==> config.mk <==
export PLATFORM = sky130hd
export DESIGN_NAME = shared_mult_arbiter
export DESIGN_NICKNAME = d
export VERILOG_FILES = /design/src/rtl/shared_mult_arbiter.sv
export SDC_FILE = /design/constraint.sdc
export NUM_CORES = 1
export LEC_CHECK = 0
export ABC_AREA = 1
export BUFFER_PORTS_ARGS = -buffer_cell sky130_fd_sc_hd__buf_2
export CELL_PAD_IN_SITES_DETAIL_PLACEMENT = 0
export CELL_PAD_IN_SITES_GLOBAL_PLACEMENT = 1
export CORE_AREA = 2 2 155 157
export CTS_BUF_LIST = sky130_fd_sc_hd__clkbuf_4 sky130_fd_sc_hd__clkbuf_8
export CTS_CLUSTER_DIAMETER = 200
export DETAILED_ROUTE_END_ITERATION = 8
export DIE_AREA = 0 0 157 159
export PLACE_DENSITY_LB_ADDON = 0.1
export SETUP_SLACK_MARGIN = 0.05
export SYNTH_ARGS = -nofsm -noshare
export SYNTH_HDL_FRONTEND = slang
export SYNTH_SLANG_ARGS = --single-unit
export TNS_END_PERCENT = 5
==> constraint.sdc <==
create_clock -name i_clk -period 7 [get_ports i_clk]
set_input_delay 1.4 -clock i_clk [delete_from_list [all_inputs] [get_ports i_clk]]
set_output_delay 1.4 -clock i_clk [all_outputs]
set_load 0.01 [all_outputs]
==> src/rtl/shared_mult_arbiter.sv <==
// Round-robin arbiter that time-shares one external combinational 32-bit multiplier among
// NUM_REQ requesters and holds each registered product, tagged with its owner, until consumed.
module shared_mult_arbiter #(
  parameter int NUM_REQ = 4,
  parameter int ID_W    = 2
) (
  input  logic                    i_clk,
  input  logic                    i_reset,
  input  logic [NUM_REQ-1:0]      i_req_valid,
  output logic [NUM_REQ-1:0]      o_req_ready,
  input  logic [NUM_REQ*32-1:0]   i_req_left,
  input  logic [NUM_REQ*32-1:0]   i_req_right,
  output logic                    o_unit_go,
  output logic [31:0]             o_unit_left,
  output logic [31:0]             o_unit_right,
  input  logic [31:0]             i_unit_out,
  output logic                    o_resp_valid,
  input  logic                    i_resp_ready,
  output logic [ID_W-1:0]         o_resp_id,
  output logic [31:0]             o_resp_data
);

  typedef enum logic [0:0] {
    EMPTY = 1'b0,
    FULL  = 1'b1
  } state_t;

  state_t          r_state;
  logic [ID_W-1:0] r_ptr;
  logic [ID_W-1:0] r_resp_id;
  logic [31:0]     r_resp_data;

  logic            w_can_issue;
  logic            w_found;
  logic            w_grant;
  logic [ID_W-1:0] w_grant_idx;
  logic [ID_W-1:0] w_sel;
  logic [ID_W-1:0] w_next_ptr;
  logic [31:0]     w_left_arr  [NUM_REQ];
  logic [31:0]     w_right_arr [NUM_REQ];

  for (genvar g = 0; g < NUM_REQ; g++) begin : g_unpack
    assign w_left_arr[g]  = i_req_left[32*g +: 32];
    assign w_right_arr[g] = i_req_right[32*g +: 32];
  end

  assign o_resp_valid = (r_state == FULL);
  assign o_resp_id    = r_resp_id;
  assign o_resp_data  = r_resp_data;
  assign w_can_issue  = !o_resp_valid || i_resp_ready;

  // Rotating priority search starting at the pointer; first valid requester wins.
  always_comb begin
    int              v_int;
    logic [ID_W-1:0] v_sel;
    w_found     = 1'b0;
    w_grant_idx = '0;
    v_int       = 0;
    v_sel       = '0;
    for (int k = 0; k < NUM_REQ; k++) begin
      v_int = (int'(r_ptr) + k) % NUM_REQ;
      v_sel = ID_W'(v_int);
      if (!w_found && i_req_valid[v_sel]) begin
        w_found     = 1'b1;
        w_grant_idx = v_sel;
      end else begin
        w_found     = w_found;
      end
    end
  end

  assign w_grant = w_can_issue && w_found && !i_reset;

  // One-hot grant, operand steering and next pointer derived from the winner.
  always_comb begin
    o_req_ready = '0;
    for (int i = 0; i < NUM_REQ; i++) begin
      o_req_ready[i] = w_grant && (w_grant_idx == ID_W'(i));
    end
    if (w_grant) begin
      w_sel = w_grant_idx;
    end else begin
      w_sel = r_ptr;
    end
    if (w_grant_idx == ID_W'(NUM_REQ - 1)) begin
      w_next_ptr = '0;
    end else begin
      w_next_ptr = w_grant_idx + ID_W'(1);
    end
  end

  assign o_unit_go    = |o_req_ready;
  assign o_unit_left  = w_left_arr[w_sel];
  assign o_unit_right = w_right_arr[w_sel];

  // Result slot FSM: a grant always refills the slot, even while draining the old result.
  always_ff @(posedge i_clk) begin
    if (i_reset) begin
      r_state     <= EMPTY;
      r_ptr       <= '0;
      r_resp_id   <= '0;
      r_resp_data <= 32'd0;
    end else begin
      case (r_state)
        EMPTY: begin
          if (w_grant) begin
            r_state <= FULL;
          end else begin
            r_state <= EMPTY;
          end
        end
        FULL: begin
          if (!w_grant && i_resp_ready) begin
            r_state <= EMPTY;
          end else begin
            r_state <= FULL;
          end
        end
        default: r_state <= EMPTY;
      endcase
      if (w_grant) begin
        r_resp_data <= i_unit_out;
        r_resp_id   <= w_grant_idx;
        r_ptr       <= w_next_ptr;
      end else begin
        r_resp_data <= r_resp_data;
        r_resp_id   <= r_resp_id;
        r_ptr       <= r_ptr;
      end
    end
  end

endmodule

After elaboration in Yosys (flattened, before gate mapping)
Index checks and enable logic that the tools add are counted.

operators by class
  $lt $le $gt $ge = 5
  bitwise logic cells = 2
  equality and inequality tests = 3
  reduce and logical (&&, ||, !) cells = 19
  multiplexer cells = 27
  $add $sub $neg = 4

operators with widths
  cell                                                                    number
  32-bit binary-select mux with 2-bit select                              2
  32-bit two-way mux                                                      4
  2-bit by 3-bit < comparator with 1-bit output (second input constant)   4
  2-bit two-way mux                                                       6
  1-bit logical AND                                                       10
  1-bit two-way mux                                                       10
  1-bit binary-select mux with 2-bit select                               4
  1-bit logical NOT                                                       6
  2-bit by 1-bit adder with 2-bit output (second input constant)          2
  2-bit adder (second input constant)                                     2
  2-bit equality test (second input constant)                             2
  4-bit OR reduction                                                      1
  3-bit >= comparator (second input constant)                             1
  2-bit inverter with 3-bit output                                        1
  2-bit by 1-bit equality test with 1-bit output (second input constant)  1
  2-bit logical NOT                                                       1
  1-bit one-hot mux with 2 select lines                                   1
  1-bit logical OR                                                        1
  1-bit inverter                                                          1

word-level totals
  output and inout bits = 104
  bits in registers = 37
  word-level logic and storage cells = 64

Depth between registers and ports, before layout
  word-level depth = 19
  depth in mapped cells = 17
  depth with buffers taken out = 15

Worst setup path after synthesis
Ideal clock, no wire load.

  kind = input-to-output
  start = in i_req_valid[3]
  end = out o_unit_left[29]
  required time = 5600 ps
  stages on the path = 16
  slack = 2807 ps
  data arrival time = 2793 ps
  cell sequence = inv_1 nand2_1 nand3_1 nand2_2 nor2_4 nand3_2 nand2_2 inv_2 buf_6 nand2_4 buf_12 buf_6 nand3_1 nand2_1 nand2_1 nand2_1

on the way
  longest elaborated chain between the ends = 19

ends and longest elaborated chain
  element                                                   line  text
  start, declared                                           9     input logic [NUM_REQ-1:0] i_req_valid,
  1-bit binary-select mux with 2-bit select                 63    if (!w_found && i_req_valid[v_sel]) begin
  1-bit two-way mux (implied by the code)                   63
  1-bit two-way mux                                         63
  1-bit logical NOT                                         63
  1-bit logical AND                                         63
  1-bit two-way mux                                         63
  1-bit logical NOT                                         63
  1-bit logical AND                                         63
  1-bit two-way mux                                         63
  1-bit logical NOT                                         63
  1-bit logical AND                                         63
  1-bit two-way mux                                         63
  1-bit logical AND (2 in series)                           72    assign w_grant = w_can_issue && w_found && !i_reset;
  2-bit two-way mux *                                       80    if (w_grant) begin
  2-bit inverter with 3-bit output (implied by the code) *  93    assign o_unit_left = w_left_arr[w_sel];
  32-bit binary-select mux with 2-bit select *              93
  32-bit two-way mux (implied by the code) * (2 in series)  93
  end, declared                                             14    output logic [31:0] o_unit_left,

Mark *: on every way between the ends. The rest lies on a longest branch, timed or not. The select of a mux whose other input is x is not followed.

Worst setup path in the final report
  start = in i_req_valid[3]
  end = out o_unit_left[12]

The elaborated chain is that of the path after synthesis.

==> results.md <==
- Max Clk Rate: 182 MHz
- Critical path launch point: i_req_valid[3]
- Post-Synth Simple-Gate Area: 0.632
- GRT Overall Usage: 0.190
- Synth Area per Inst: 5.36 um2
- Synth Register Bits: 37
- Fillers: 2,749
- Req. time, crit path: 5600 ps
- Final hold violations: 0
- Min Tclk post-route: 5490 ps
- Post-Synth XOR/XNOR Area: 0
- Relative max-transition margin: 0.283
- Clock slew at reported path FFs: 70 ps
- Post-synthesis mux area share: 0
- Skew-Pair Late Insertion Delay: 280 ps
- R2r startpoint: r_ptr[0]
- FP Rows: 56
- Via count: 7,120
- Largest net degree at the start of global routing: 83
- Design area: 7300 um2
- Dpl hpwl: 18.7 mm
- Compound-Gate Fraction of Synth Area: 0.00586
- Initial DRC count: 499
- Worst Setup Slack, final: 1510 ps
- RePlAce Congestion: 0.837
- Clock root buffer: clkbuf_8
- Sink Count: 37
- Placed Cells: 1,606
- R2r setup slk: 4150 ps
- Post-DRT Antenna Nets: 0
- P&R area growth vs syn: 42.5%
- Vias per inst: 4.40
- Die area: 25,000 um2
- Worst hold path type: reg2reg
- Pwr/cell area: 363 nW/um2
- Sequential-to-total area share from yosys stat: 0.145
- GR Overflow Total: 0
- Placement Cell Area: 7190 um2
- Io pins: 399
- DRC: 0
- Post-CTS Setup Bufs: 0
- Worst R2R End: r_ptr[0]
- Post-Synth Adder-Cell Area: 0.00977
- Syn_nets: 1,256
- Setup TNS: 0 ps
- WL/cell: 15.6 um
- Max-cap violations: 0
- Layout cells sized above 1: 0.366
- Max-slew violations: 0
- Period Utilization, post-route: 0.785
- CTS Buf Count: 5
- Total power: 2.65 mW
- Final nets: 1,593
- CP Class: in2out
- Worst setup path endpoint: o_unit_left[12]
- Routed wire length: 25.3 mm
- H-tree level count: 2
- CP arrival: 4090 ps
- Crit path max fanout: 66
- Chip width: 157 um
- Final Setup Violations: 0
- RSZ-0062 raised after global routing: false
- Static leakage: 4.82 nW
- Worst Clk Skew: 3.32 ps
- Finished Layout Cells: 1,620
- Initial DRT Pass Iterations: 4
- Maximum vdd drop: 0.000246 V
- Largest family of logic cells by synthesized area: simple AND/OR/NAND/NOR gates
- Instance count of the mapped netlist: 957
- Total number of yosys warnings: 0
- Final Util: 0.315
- Clk buf depth: 2
- Die Height: 159 um
- Initial Util: 0.221
- R2R cell count: 11
- Outcome: finished clean
- Hold-fix buffer count after cts: 0
- Post-cts sizing count: 0
- Initial antenna violation count: 11
- Measured slew at the worst slew-check pin: 1070 ps
- Fin Hold WS: 461 ps
- Synth unique cells: 19
- Number of global-route vias before repair: 6,821
- Worst slack, placed: 1500 ps
- Critical path capture point type: primary output
- TritonCTS clock tree: done
- IO buf count: 398
- Mapped Area: 5120 um2
- Type of origin of the critical path: primary input
- First-pass GRT wire length: 37.9 mm
- Core area: 23,200 um2
[placed cells by master (no fill, tap or decap), drive strengths merged]
| cell | synthesis | routed |
|---|---|---|
| a21oi | 4 | 4 |
| buf | 61 | 410 |
| clkbuf | 19 | 7 |
| dfxtp | 37 | 37 |
| diode | 0 | 7 |
| ha | 4 | 4 |
| inv | 151 | 151 |
| nand2 | 307 | 307 |
| nand3 | 363 | 363 |
| nor2 | 9 | 9 |
| o21ai | 2 | 2 |
[worst min-delay path by stage]
| stage | depth (start not counted) | endpoint | startpoint | slack (ps) |
|---|---|---|---|---|
| 2_1_floorplan | 2 | o_resp_id[0] | o_resp_id[0] | 480 |
| 3_3_place_gp | 2 | o_resp_data[29] | o_resp_data[29] | 450 |
| 3_5_place_dp | 2 | o_resp_data[21] | o_resp_data[21] | 450 |
| 4_1_cts | 2 | o_resp_data[21] | o_resp_data[21] | 460 |
| 5_1_grt | 2 | o_resp_data[3] | o_resp_data[3] | 480 |
| 6_report | 2 | o_resp_data[21] | o_resp_data[21] | 460 |
[critical path: stages]
cell	delay (ps)
buf_2	100
inv_1	60
nand2_1	70
nand3_1	140
nand2_2	90
nor2_4	140
nand3_2	100
nand2_2	80
buf_4	420
nand2_4	550
buf_12	400
nand3_1	110
nand3_1	80
nand2_1	160
buf_2	140
[where the power goes]
group,switching [mW],internal [mW]
Clock,0.0704,0.0820
Sequential,0.0309,0.257
Combinational,1.44,0.774
[per-layer routing]
layer | GRT usage | vias to the layer above | part of all wire
li1 | - | 3694 | -
met1 | 0.231 | 3151 | 0.41
met2 | 0.343 | 245 | 0.50
met3 | 0.0403 | 22 | 0.072
met4 | 0.0363 | 8 | 0.012
met5 | 0 | - | 0.0020
[registers in the layout, summed over array words and instances, names as in the netlist]
name,count
o_resp_valid,1
o_resp_data,32
o_resp_id,2
r_ptr,2
[synthesized netlist by cell type (all sizes together)]
cell type / n / area, um2
clkbuf: 19 / 71.3
a21oi: 4 / 20.0
dfxtp: 37 / 741
nor2: 9 / 41.3
inv: 151 / 567
nand3: 363 / 2020
buf: 61 / 428
ha: 4 / 50.1
nand2: 307 / 1170
o21ai: 2 / 10.0
[logic make-up (layout without fill, tap and decap cells)]
logic type | after synthesis | count (layout)
adders and majority gates | 4 | 4
AOI/OAI and AO/OA | 6 | 6
DFF | 37 | 37
buffers and inverters | 231 | 568
other | 0 | 7
and+or+nand+nor | 679 | 679
[cell type report]
class                           instances  area (um2)  area share
Antenna cell                            7        17.5     0.00240
Tap cell                              319         399      0.0547
Timing Repair Buffer                  410        2140       0.294
Sequential cell                        37         741       0.101
Multi-Input combinational cell        689        3340       0.458
Clock buffer                            7        90.1      0.0123
Inverter                              151         567      0.0776
Power figures use the tool's default switching activity.
